$ cat config.mk
export PLATFORM = sky130hd
export DESIGN_NAME = ysyx_25010008_xbar_flat
export DESIGN_NICKNAME = d
export VERILOG_FILES = /design/src/rtl/ysyx_25010008_xbar_if.sv /design/src/rtl/ysyx_25010008_xbar.sv /design/src/flat_wrapper.sv
export SDC_FILE = /design/constraint.sdc
export NUM_CORES = 1
export LEC_CHECK = 0
export BUFFER_PORTS_ARGS = -buffer_cell sky130_fd_sc_hd__buf_2
export CAP_MARGIN = 30
export CORE_MARGIN = 4
export CORE_UTILIZATION = 49
export CTS_BUF_LIST = sky130_fd_sc_hd__clkbuf_4 sky130_fd_sc_hd__clkbuf_8 sky130_fd_sc_hd__clkbuf_16
export DETAILED_ROUTE_END_ITERATION = 10
export PLACE_DENSITY = 0.8
export SYNTH_ARGS = -nofsm -noshare
export SYNTH_HDL_FRONTEND = slang
export SYNTH_SLANG_ARGS = --single-unit
$ cat constraint.sdc
create_clock -name clock -period 2.8 [get_ports clock]
set_input_delay 0.28 -clock clock [delete_from_list [all_inputs] [get_ports clock]]
set_output_delay 0.28 -clock clock [all_outputs]
set_load 0.005 [all_outputs]
$ cat src/rtl/ysyx_25010008_xbar_if.sv
// Bus bundles for the crossbar: the upstream single-beat AXI4-lite-style link and
// the downstream AXI4 master link towards the SoC.
interface ysyx_25010008_xbar_if;
    logic [31:0] araddr;
    logic [2:0]  arsize;
    logic        arvalid, arready;
    logic [31:0] rdata;
    logic [1:0]  rresp;
    logic        rvalid, rready;
    logic [31:0] awaddr;
    logic [2:0]  awsize;
    logic        awvalid, awready;
    logic [31:0] wdata;
    logic [3:0]  wstrb;
    logic        wvalid, wready;
    logic [1:0]  bresp;
    logic        bvalid, bready;

    modport master (
        output araddr, arsize, arvalid, input arready,
        input rdata, rresp, rvalid, output rready,
        output awaddr, awsize, awvalid, input awready,
        output wdata, wstrb, wvalid, input wready,
        input bresp, bvalid, output bready
    );
    modport slave (
        input araddr, arsize, arvalid, output arready,
        output rdata, rresp, rvalid, input rready,
        input awaddr, awsize, awvalid, output awready,
        input wdata, wstrb, wvalid, output wready,
        output bresp, bvalid, input bready
    );
endinterface

interface ysyx_25010008_xbar_axi_if;
    logic        arvalid, arready;
    logic [3:0]  arid;
    logic [31:0] araddr;
    logic [7:0]  arlen;
    logic [2:0]  arsize;
    logic [1:0]  arburst;
    logic        rvalid, rready, rlast;
    logic [3:0]  rid;
    logic [31:0] rdata;
    logic [1:0]  rresp;
    logic        awvalid, awready;
    logic [3:0]  awid;
    logic [31:0] awaddr;
    logic [7:0]  awlen;
    logic [2:0]  awsize;
    logic [1:0]  awburst;
    logic        wvalid, wready, wlast;
    logic [31:0] wdata;
    logic [3:0]  wstrb;
    logic        bvalid, bready;
    logic [3:0]  bid;
    logic [1:0]  bresp;

    modport master (
        output arvalid, arid, araddr, arlen, arsize, arburst, input arready,
        input rvalid, rid, rdata, rresp, rlast, output rready,
        output awvalid, awid, awaddr, awlen, awsize, awburst, input awready,
        output wvalid, wdata, wstrb, wlast, input wready,
        input bvalid, bid, bresp, output bready
    );
    modport slave (
        input arvalid, arid, araddr, arlen, arsize, arburst, output arready,
        output rvalid, rid, rdata, rresp, rlast, input rready,
        input awvalid, awid, awaddr, awlen, awsize, awburst, output awready,
        input wvalid, wdata, wstrb, wlast, output wready,
        output bvalid, bid, bresp, input bready
    );
endinterface

$ cat src/rtl/ysyx_25010008_xbar.sv
// Routes one upstream transaction at a time to the SoC AXI4 port or the built-in CLINT mtime.
// Define XBAR_MTIME_WRITE_EN to make mtime writable; otherwise CLINT writes return SLVERR.
module ysyx_25010008_xbar #(
    parameter logic [31:0] CLINT_BASE = 32'h0200_0000,
    parameter logic [31:0] CLINT_MASK = 32'hFFFF_0000,
    parameter int unsigned MTIME_STEP = 1
) (
    input  logic                            clock,
    input  logic                            reset,
    ysyx_25010008_xbar_if.slave             up,
    ysyx_25010008_xbar_axi_if.master        io_master
);
    typedef enum logic [2:0] {IDLE, RD_DEV, RD_RESP, WR_DEV_AW, WR_DEV_W, WR_RESP} state_e;

    localparam logic [31:0] MTIME_LO = 32'h0000_BFF8;
    localparam logic [31:0] MTIME_HI = 32'h0000_BFFC;
    localparam logic [1:0]  OKAY = 2'b00, SLVERR = 2'b10, DECERR = 2'b11;

    state_e      state_q, state_d;
    logic [63:0] mtime_q, mtime_d;
    logic [31:0] addr_q, addr_d, rdata_q, rdata_d, wdata_q, wdata_d;
    logic [2:0]  size_q, size_d;
    logic [3:0]  wstrb_q, wstrb_d;
    logic [1:0]  resp_q, resp_d;
    logic        arvalid_q, arvalid_d, awvalid_q, awvalid_d, wvalid_q, wvalid_d;

    logic        rd_acc, wr_acc, rd_hit, wr_hit;
    logic [31:0] rd_off, wr_off;
    logic        unused_ok;

    // Reads win when both request types arrive together.
    assign rd_acc = (state_q == IDLE) && up.arvalid;
    assign wr_acc = (state_q == IDLE) && !up.arvalid && up.awvalid && up.wvalid;
    assign rd_hit = (up.araddr & CLINT_MASK) == CLINT_BASE;
    assign wr_hit = (up.awaddr & CLINT_MASK) == CLINT_BASE;
    assign rd_off = up.araddr & ~CLINT_MASK;
    assign wr_off = up.awaddr & ~CLINT_MASK;

    assign up.arready = (state_q == IDLE);
    assign up.awready = (state_q == IDLE) && !up.arvalid;
    assign up.wready  = (state_q == IDLE) && !up.arvalid;
    assign up.rvalid  = (state_q == RD_RESP);
    assign up.rdata   = rdata_q;
    assign up.rresp   = resp_q;
    assign up.bvalid  = (state_q == WR_RESP);
    assign up.bresp   = resp_q;

    assign io_master.arvalid = arvalid_q;
    assign io_master.arid    = 4'd0;
    assign io_master.araddr  = addr_q;
    assign io_master.arlen   = 8'd0;
    assign io_master.arsize  = size_q;
    assign io_master.arburst = 2'b01;
    // R may be taken in the same cycle the AR handshake completes.
    assign io_master.rready  = (state_q == RD_DEV) && (!arvalid_q || io_master.arready);
    assign io_master.awvalid = awvalid_q;
    assign io_master.awid    = 4'd0;
    assign io_master.awaddr  = addr_q;
    assign io_master.awlen   = 8'd0;
    assign io_master.awsize  = size_q;
    assign io_master.awburst = 2'b01;
    assign io_master.wvalid  = wvalid_q;
    assign io_master.wdata   = wdata_q;
    assign io_master.wstrb   = wstrb_q;
    assign io_master.wlast   = wvalid_q;
    assign io_master.bready  = (state_q == WR_DEV_W) && !wvalid_q;

    assign unused_ok = ^{io_master.rid, io_master.rlast, io_master.bid};

    always_comb begin
        state_d   = state_q;
        mtime_d   = mtime_q + 64'(MTIME_STEP);
        addr_d    = addr_q;
        size_d    = size_q;
        rdata_d   = rdata_q;
        wdata_d   = wdata_q;
        wstrb_d   = wstrb_q;
        resp_d    = resp_q;
        arvalid_d = arvalid_q;
        awvalid_d = awvalid_q;
        wvalid_d  = wvalid_q;
        case (state_q)
            IDLE: begin
                if (rd_acc) begin
                    if (rd_hit) begin
                        state_d = RD_RESP;
                        resp_d  = OKAY;
                        if (rd_off == MTIME_LO)      rdata_d = mtime_q[31:0];
                        else if (rd_off == MTIME_HI) rdata_d = mtime_q[63:32];
                        else begin
                            rdata_d = '0;
                            resp_d  = DECERR;
                        end
                    end else begin
                        state_d   = RD_DEV;
                        addr_d    = up.araddr;
                        size_d    = up.arsize;
                        arvalid_d = 1'b1;
                    end
                end else if (wr_acc) begin
                    if (wr_hit) begin
                        state_d = WR_RESP;
`ifdef XBAR_MTIME_WRITE_EN
                        resp_d  = OKAY;
                        // A write replaces this cycle's increment for the whole counter.
                        if (wr_off == MTIME_LO) begin
                            mtime_d = mtime_q;
                            for (int b = 0; b < 4; b++)
                                if (up.wstrb[b]) mtime_d[8*b +: 8] = up.wdata[8*b +: 8];
                        end else if (wr_off == MTIME_HI) begin
                            mtime_d = mtime_q;
                            for (int b = 0; b < 4; b++)
                                if (up.wstrb[b]) mtime_d[32+8*b +: 8] = up.wdata[8*b +: 8];
                        end else begin
                            resp_d = DECERR;
                        end
`else
                        resp_d  = SLVERR;
`endif
                    end else begin
                        state_d   = WR_DEV_AW;
                        addr_d    = up.awaddr;
                        size_d    = up.awsize;
                        wdata_d   = up.wdata;
                        wstrb_d   = up.wstrb;
                        awvalid_d = 1'b1;
                        wvalid_d  = 1'b1;
                    end
                end
            end
            RD_DEV: begin
                if (arvalid_q && io_master.arready) arvalid_d = 1'b0;
                if (io_master.rvalid && io_master.rready) begin
                    rdata_d = io_master.rdata;
                    resp_d  = io_master.rresp;
                    state_d = RD_RESP;
                end
            end
            RD_RESP: if (up.rready) state_d = IDLE;
            WR_DEV_AW: begin
                if (wvalid_q && io_master.wready) wvalid_d = 1'b0;
                if (io_master.awready) begin
                    awvalid_d = 1'b0;
                    state_d   = WR_DEV_W;
                end
            end
            WR_DEV_W: begin
                if (wvalid_q && io_master.wready) wvalid_d = 1'b0;
                if (io_master.bvalid && io_master.bready) begin
                    resp_d  = io_master.bresp;
                    state_d = WR_RESP;
                end
            end
            WR_RESP: if (up.bready) state_d = IDLE;
            default: state_d = IDLE;
        endcase
    end

    always_ff @(posedge clock or negedge reset) begin
        if (!reset) begin
            state_q   <= IDLE;
            mtime_q   <= '0;
            addr_q    <= '0;
            size_q    <= '0;
            rdata_q   <= '0;
            wdata_q   <= '0;
            wstrb_q   <= '0;
            resp_q    <= '0;
            arvalid_q <= 1'b0;
            awvalid_q <= 1'b0;
            wvalid_q  <= 1'b0;
        end else begin
            state_q   <= state_d;
            mtime_q   <= mtime_d;
            addr_q    <= addr_d;
            size_q    <= size_d;
            rdata_q   <= rdata_d;
            wdata_q   <= wdata_d;
            wstrb_q   <= wstrb_d;
            resp_q    <= resp_d;
            arvalid_q <= arvalid_d;
            awvalid_q <= awvalid_d;
            wvalid_q  <= wvalid_d;
        end
    end
endmodule
$ cat src/flat_wrapper.sv
// flat-port wrapper written by rule: the top's interface ports become plain ports
module ysyx_25010008_xbar_flat 
#(
    parameter logic [31:0] CLINT_BASE = 32'h0200_0000,
    parameter logic [31:0] CLINT_MASK = 32'hFFFF_0000,
    parameter int unsigned MTIME_STEP = 1
)
  (clock, reset, up_araddr, up_arsize, up_arvalid, up_arready, up_rdata, up_rresp, up_rvalid, up_rready, up_awaddr, up_awsize, up_awvalid, up_awready, up_wdata, up_wstrb, up_wvalid, up_wready, up_bresp, up_bvalid, up_bready, io_master_arvalid, io_master_arid, io_master_araddr, io_master_arlen, io_master_arsize, io_master_arburst, io_master_arready, io_master_rvalid, io_master_rid, io_master_rdata, io_master_rresp, io_master_rlast, io_master_rready, io_master_awvalid, io_master_awid, io_master_awaddr, io_master_awlen, io_master_awsize, io_master_awburst, io_master_awready, io_master_wvalid, io_master_wdata, io_master_wstrb, io_master_wlast, io_master_wready, io_master_bvalid, io_master_bid, io_master_bresp, io_master_bready);
  ysyx_25010008_xbar_if up_i ();
  ysyx_25010008_xbar_axi_if io_master_i ();
  input  logic clock;
  input  logic reset;
  input wire logic [$bits(up_i.araddr)-1:0] up_araddr;
  input wire logic [$bits(up_i.arsize)-1:0] up_arsize;
  input wire logic [$bits(up_i.arvalid)-1:0] up_arvalid;
  output wire logic [$bits(up_i.arready)-1:0] up_arready;
  output wire logic [$bits(up_i.rdata)-1:0] up_rdata;
  output wire logic [$bits(up_i.rresp)-1:0] up_rresp;
  output wire logic [$bits(up_i.rvalid)-1:0] up_rvalid;
  input wire logic [$bits(up_i.rready)-1:0] up_rready;
  input wire logic [$bits(up_i.awaddr)-1:0] up_awaddr;
  input wire logic [$bits(up_i.awsize)-1:0] up_awsize;
  input wire logic [$bits(up_i.awvalid)-1:0] up_awvalid;
  output wire logic [$bits(up_i.awready)-1:0] up_awready;
  input wire logic [$bits(up_i.wdata)-1:0] up_wdata;
  input wire logic [$bits(up_i.wstrb)-1:0] up_wstrb;
  input wire logic [$bits(up_i.wvalid)-1:0] up_wvalid;
  output wire logic [$bits(up_i.wready)-1:0] up_wready;
  output wire logic [$bits(up_i.bresp)-1:0] up_bresp;
  output wire logic [$bits(up_i.bvalid)-1:0] up_bvalid;
  input wire logic [$bits(up_i.bready)-1:0] up_bready;
  output wire logic [$bits(io_master_i.arvalid)-1:0] io_master_arvalid;
  output wire logic [$bits(io_master_i.arid)-1:0] io_master_arid;
  output wire logic [$bits(io_master_i.araddr)-1:0] io_master_araddr;
  output wire logic [$bits(io_master_i.arlen)-1:0] io_master_arlen;
  output wire logic [$bits(io_master_i.arsize)-1:0] io_master_arsize;
  output wire logic [$bits(io_master_i.arburst)-1:0] io_master_arburst;
  input wire logic [$bits(io_master_i.arready)-1:0] io_master_arready;
  input wire logic [$bits(io_master_i.rvalid)-1:0] io_master_rvalid;
  input wire logic [$bits(io_master_i.rid)-1:0] io_master_rid;
  input wire logic [$bits(io_master_i.rdata)-1:0] io_master_rdata;
  input wire logic [$bits(io_master_i.rresp)-1:0] io_master_rresp;
  input wire logic [$bits(io_master_i.rlast)-1:0] io_master_rlast;
  output wire logic [$bits(io_master_i.rready)-1:0] io_master_rready;
  output wire logic [$bits(io_master_i.awvalid)-1:0] io_master_awvalid;
  output wire logic [$bits(io_master_i.awid)-1:0] io_master_awid;
  output wire logic [$bits(io_master_i.awaddr)-1:0] io_master_awaddr;
  output wire logic [$bits(io_master_i.awlen)-1:0] io_master_awlen;
  output wire logic [$bits(io_master_i.awsize)-1:0] io_master_awsize;
  output wire logic [$bits(io_master_i.awburst)-1:0] io_master_awburst;
  input wire logic [$bits(io_master_i.awready)-1:0] io_master_awready;
  output wire logic [$bits(io_master_i.wvalid)-1:0] io_master_wvalid;
  output wire logic [$bits(io_master_i.wdata)-1:0] io_master_wdata;
  output wire logic [$bits(io_master_i.wstrb)-1:0] io_master_wstrb;
  output wire logic [$bits(io_master_i.wlast)-1:0] io_master_wlast;
  input wire logic [$bits(io_master_i.wready)-1:0] io_master_wready;
  input wire logic [$bits(io_master_i.bvalid)-1:0] io_master_bvalid;
  input wire logic [$bits(io_master_i.bid)-1:0] io_master_bid;
  input wire logic [$bits(io_master_i.bresp)-1:0] io_master_bresp;
  output wire logic [$bits(io_master_i.bready)-1:0] io_master_bready;
  assign up_i.araddr = up_araddr;
  assign up_i.arsize = up_arsize;
  assign up_i.arvalid = up_arvalid;
  assign up_arready = up_i.arready;
  assign up_rdata = up_i.rdata;
  assign up_rresp = up_i.rresp;
  assign up_rvalid = up_i.rvalid;
  assign up_i.rready = up_rready;
  assign up_i.awaddr = up_awaddr;
  assign up_i.awsize = up_awsize;
  assign up_i.awvalid = up_awvalid;
  assign up_awready = up_i.awready;
  assign up_i.wdata = up_wdata;
  assign up_i.wstrb = up_wstrb;
  assign up_i.wvalid = up_wvalid;
  assign up_wready = up_i.wready;
  assign up_bresp = up_i.bresp;
  assign up_bvalid = up_i.bvalid;
  assign up_i.bready = up_bready;
  assign io_master_arvalid = io_master_i.arvalid;
  assign io_master_arid = io_master_i.arid;
  assign io_master_araddr = io_master_i.araddr;
  assign io_master_arlen = io_master_i.arlen;
  assign io_master_arsize = io_master_i.arsize;
  assign io_master_arburst = io_master_i.arburst;
  assign io_master_i.arready = io_master_arready;
  assign io_master_i.rvalid = io_master_rvalid;
  assign io_master_i.rid = io_master_rid;
  assign io_master_i.rdata = io_master_rdata;
  assign io_master_i.rresp = io_master_rresp;
  assign io_master_i.rlast = io_master_rlast;
  assign io_master_rready = io_master_i.rready;
  assign io_master_awvalid = io_master_i.awvalid;
  assign io_master_awid = io_master_i.awid;
  assign io_master_awaddr = io_master_i.awaddr;
  assign io_master_awlen = io_master_i.awlen;
  assign io_master_awsize = io_master_i.awsize;
  assign io_master_awburst = io_master_i.awburst;
  assign io_master_i.awready = io_master_awready;
  assign io_master_wvalid = io_master_i.wvalid;
  assign io_master_wdata = io_master_i.wdata;
  assign io_master_wstrb = io_master_i.wstrb;
  assign io_master_wlast = io_master_i.wlast;
  assign io_master_i.wready = io_master_wready;
  assign io_master_i.bvalid = io_master_bvalid;
  assign io_master_i.bid = io_master_bid;
  assign io_master_i.bresp = io_master_bresp;
  assign io_master_bready = io_master_i.bready;
  ysyx_25010008_xbar #(.CLINT_BASE(CLINT_BASE), .CLINT_MASK(CLINT_MASK), .MTIME_STEP(MTIME_STEP)) u_core (.clock(clock), .reset(reset), .up(up_i), .io_master(io_master_i));
endmodule
Word level (Yosys, flattened, before mapping)

Index checks and enable logic that the tools add are counted.

Word-level logic and storage cells: 114
Output and inout port bits: 181
Flip-flop bits (word level): 175
Input port bits: 163

Bitwise gates (word level): 2
Muxes and demuxes: 44
Eq/ne operators: 27
Reductions and logical operators: 29
Add/subtract/negate cells: 1

Operators with widths:

| operator              | number |
|---|---|
| $mux 32               | 9 |
| $add 64x1->64 const B | 1 |
| $pmux 32 s2           | 1 |
| $mux 3                | 12 |
| $eq 16x10->1 const B  | 2 |
| $eq 16x16->1 const B  | 2 |
| $mux 2                | 9 |
| $pmux 3 s6            | 1 |
| $ne 2x2->1 const B    | 8 |
| $reduce_and 4->1      | 4 |
| $ne 2x1->1 const B    | 7 |
| $reduce_and 6->1      | 2 |
| $logic_and 1x1->1     | 10 |
| $reduce_and 5->1      | 2 |
| $mux 1                | 8 |
| $reduce_bool 2->1     | 4 |
| $eq 3x2->1 const B    | 2 |
| $eq 3x3->1 const B    | 2 |
| $ne 3x1->1 const B    | 2 |
| $pmux 1 s2            | 3 |
| $pmux 2 s3            | 1 |
| $eq 3x1->1 const B    | 1 |
| $logic_not 1->1       | 3 |
| $logic_not 3->1       | 1 |
| 5 further kinds       | 6 |

Logic depth before layout (Yosys ltp)

Word-level depth: 7
Gate-level depth with buffers: 8

Least setup slack after synthesis

Ideal clock, no wire load.

Path type: register to register
From: register u_core.state_q[1]
To: register u_core.resp_q[0] (netlist: u_core.up.bresp[0])
Data arrival time: 1.857 ns
Library setup time: 0.125 ns
Cell stages (with the launch flop): 8
Buffers on the path: 2
Clock period less this slack: 1.982 ns
Path slack: 0.818 ns
Data required time: 2.675 ns
Cells stage by stage: dfrtp_1 clkbuf_1 nor3b_1 buf_2 nand3_1 a21boi_0 a211oi_1 mux2_2

Word-level cells in the longest chain between the ends: 6
Elaborated cells between the ends (all ways): 20
Classes of those cells: eq/ne: 7; mux: 2; reduce/logical: 11

RTL lines:

| what                           | line                                                                         | RTL |
|---|---|---|
| start: declaration             | ysyx_25010008_xbar.sv:19                                                     | `state_e state_q, state_d;` |
| start signal: assignment       | ysyx_25010008_xbar.sv:173                                                    | `state_q <= state_d;` |
| $logic_not 3->1                | ysyx_25010008_xbar.sv:32, ysyx_25010008_xbar.sv:33, ysyx_25010008_xbar.sv:82 |  |
| $logic_and 1x1->1 (3 in a row) | ysyx_25010008_xbar.sv:33                                                     | `assign wr_acc = (state_q == IDLE) && !up.arvalid && up.awvalid && up.wvalid;` |
| $ne 3x1->1 (no line)           | n/a                                                                          |  |
| $reduce_and 6->1 (no line)     | n/a                                                                          |  |
| end signal: assignment         | ysyx_25010008_xbar.sv:180                                                    | `resp_q <= resp_d;` |
| end: declaration               | ysyx_25010008_xbar.sv:24                                                     | `logic [1:0] resp_q, resp_d;` |

Several ways; a longest one is shown, not always the timed one.
A chain may end at the register's enable or synchronous reset.

Worst setup path after layout

From: register u_core.mtime_q[7]
To: register u_core.mtime_q[55]

Word-level cells in the longest chain between the ends: 1

RTL lines:

| what                         | line                      | RTL |
|---|---|---|
| start: declaration           | ysyx_25010008_xbar.sv:20  | `logic [63:0] mtime_q, mtime_d;` |
| start signal: assignment     | ysyx_25010008_xbar.sv:174 | `mtime_q <= mtime_d;` |
| $add 64x1->64                | ysyx_25010008_xbar.sv:72  | `mtime_d = mtime_q + 64'(MTIME_STEP);` |
| named net u_core.mtime_d[55] | ysyx_25010008_xbar.sv:20  |  |

The timed path passes the listed nets, and every way through them passes these cells.

==> results.toml <==
[timing]
min_period_ps = 2370
slew_viol_final = 0
rsz0062_at_grt = "no"
period_share_pct = 84.7
finalHoldViolations = 0
tightest_slew_ps = 823
maxSlewHeadroom_pct = 45.1
tns_ps = 0
clock_skew_ps = 15.2
fmax_mhz = 422
setup_viol = 0

[setup_path]
crit_top_cell = "nand4_1"
cpPeakStageDelay_ps = 680
cp.required_ps = 3140
critPathBufInv = 0
critPathMaxFanout = 6
worstPathArrival_ps = 2710
crit_family = "simple AND/OR/NAND/NOR gates"
cp-end-kind = "flop"
crit_slowest_cell = "nor4_2"
path_cells = "nand4_1 > nor4_2 > nand4_1 > nor3_1 > xor2_1"
critPathKind = "reg2reg"
cp-start-kind = "flop"

[detailed_routing]
drc = 0
routed_wl_mm = 26.1
drt-vias-per-instance = 5.55
wl_per_cell_um = 19.8
ant_nets = 0
drtIter0Drc = 544
num_vias = 7317
first_pass_iters = 5

[global_route]
grt_pass1_wl_mm = 39.7
grt-ovfl-total = 0
grt_max_degree = 73
grt_pass1_vias = 7275
antenna_found_initial = 7
gr-usage-all-layers_pct = 25.0

[power]
ir_drop_mv = 0.552
leakagePower_nw = 5.08
combPwrFrac_pct = 35.7
power_frac_seq_pct = 39.6
clkPwrFrac_pct = 24.8
p_int_mw = 6.52
p_sw_share_pct = 33.1
switching_power_mw = 3.22
power_density_nw_per_um2 = 898

[status]
status = "completed"

[placed_design]
gp_routability_congestion = 0.894
port_buffers = 306
hpwl_mm = 19.6
dp_cells = 1278
place_area_sq_um = 10200

[synthesis]
synth.area.top_cells = "dfrtp_1, mux2_2, buf_4"
synth_flop_cell = "dfrtp_1"
synth_warnings = 0
syn_area_sq_um = 8830
yosysSeqAreaShare_pct = 49.6
synth-async-reset-ratio_pct = 100
synth.distinct_cells = 53
yosys.area.top_type = "dfrtp_1"
avgSynthCellArea_sq_um = 10.8
synthDominantCellAreaShare_pct = 49.6
syn-instance-count = 818
synth_edf_count = 0
yosys_register_bits = 175

[floorplan]
io-pin-count = 344
rows = 48
core_sq_um = 17500
start_util_pct = 50.5
die_w_um = 142
dieHeight_um = 142
die-area_sq_um = 20200

[clocking]
cts.clk_slew.worst_paths_ps = 70
cts_setup_buffers = 0
cts_tree = "built"
clock-sinks = 175
clock_path_buffers = 2
numCtsBuffers = 17
cts_root_buf = "clkbuf_16"
htreeDepth = 4
post_cts_resized = 0
clkLatencyLatePin_ps = 430
holdBufCountCts = 1

[final_layout]
drive_gt1_share_pct = 43.6
fin_util_pct = 62.1
final_area_sq_um = 10900
syn_to_final_growth_pct = 22.9
instances_no_fill = 1318
nets = 1237

[flow_run]
cap_violations = 0

[min_path]
hold_class = "in2reg"
per-layer routing:
metal	global-route usage, %	part of all wire, %
met2	44.2	54
met3	4.67	5.6
met5	0	0.027
met4	10.4	3.2
met1	29.8	37
path summary, 6_finish.rpt:
path | slack (ps) | to | from | cells after the start
setup / recovery | 430 | u_core.mtime_q[55] | u_core.mtime_q[7] | 5
hold / removal | 90 | u_core.io_master.wdata[13] | up_wdata[13] | 2
setup reg to reg | 430 | u_core.mtime_q[55] | u_core.mtime_q[7] | 5
hold reg to reg | 470 | u_core.mtime_q[22] | u_core.mtime_q[22] | 1
max in group asynchronous | 1560 | u_core.mtime_q[29] | reset | 3
min in group asynchronous | 440 | u_core.io_master.wdata[8] | reset | 2
synth_stat cells, drive strengths merged (2+ instances only):
cell type,number
nor3b,2
nand4,29
a22oi,35
conb,2
nor4,19
buf,82
and4,4
and3,4
o221a,35
nand2b,3
nor2,65
inv,16
nor2b,3
xor2,28
nand3,23
xnor2,34
or3,37
nand2,39
mux2,66
or2,2
nor3,16
a21oi,38
dfrtp,175
nor4b,3
clkbuf,31
o21ai,10
power groups by stage:
stage | registers (mW) | clock network (mW) | logic, mW
2_1_floorplan | 3.89 | 0 | 2.11
3_3_place_gp | 3.85 | 0 | 3.41
3_5_place_dp | 3.90 | 0 | 3.50
4_1_cts | 3.86 | 2.45 | 3.52
5_1_grt | 3.96 | 2.56 | 3.83
6_report | 3.86 | 2.41 | 3.48
kinds of logic after synthesis:
logic type | share of synthesized area (%)
adders and majority gates | 0.142
and+or+nand+nor | 15.8
DFF | 49.6
xor gates and xnor gates | 6.15
AOI/OAI and AO/OA | 11.2
buffers and inverters | 8.61
other | 0.0850
muxes | 8.41
registers in the layout, indices dropped and copies added (netlist names):
name                      count
u_core.mtime_q               64
u_core.io_master.araddr      32
u_core.io_master.wdata       32
u_core.up.rdata              32
u_core.io_master.wstrb        4
u_core.io_master.arsize       3
u_core.state_q                3
u_core.up.bresp               2
u_core.io_master.arvalid      1
u_core.io_master.awvalid      1
u_core.io_master.wlast        1
area by class of cell:
cell class,count,area (sq um)
antenna,7,17.5
clock buffer,21,462
clock inverter,11,130
fill,1435,6620
inverter,16,60.1
multi-input combinational,540,3800
sequential,175,4380
tap,225,282
timing repair buffer,323,1720
stage by stage:
stage / hold slack [ps] / setup WS [ps] / power, mW
after global placement: 328 / 510 / 7.26
after floorplan: -15.6 / 818 / 6.00
after global routing: 76.4 / 243 / 10.3
final: 87.8 / 429 / 9.75
after CTS: 71.4 / 470 / 9.82
after detailed placement: 331 / 456 / 7.40
placed cells by master, fill, tap and decap left out, types with 4 or more instances in the layout:
master	instances
a21oi_1	38
a22oi_1	35
and3_1	4
and4_1	4
buf_12	4
buf_2	305
buf_4	12
clkbuf_16	17
clkinvlp_4	4
conb_1	28
dfrtp_1	175
diode_2	7
inv_1	16
mux2_2	66
nand2_1	39
nand3_1	21
nand4_1	27
nor2_1	65
nor3_1	16
nor4_1	13
nor4_2	5
o21ai_0	8
o221a_2	35
or3_1	35
xnor2_1	34
xor2_1	28
Power figures use the tool's default switching activity.
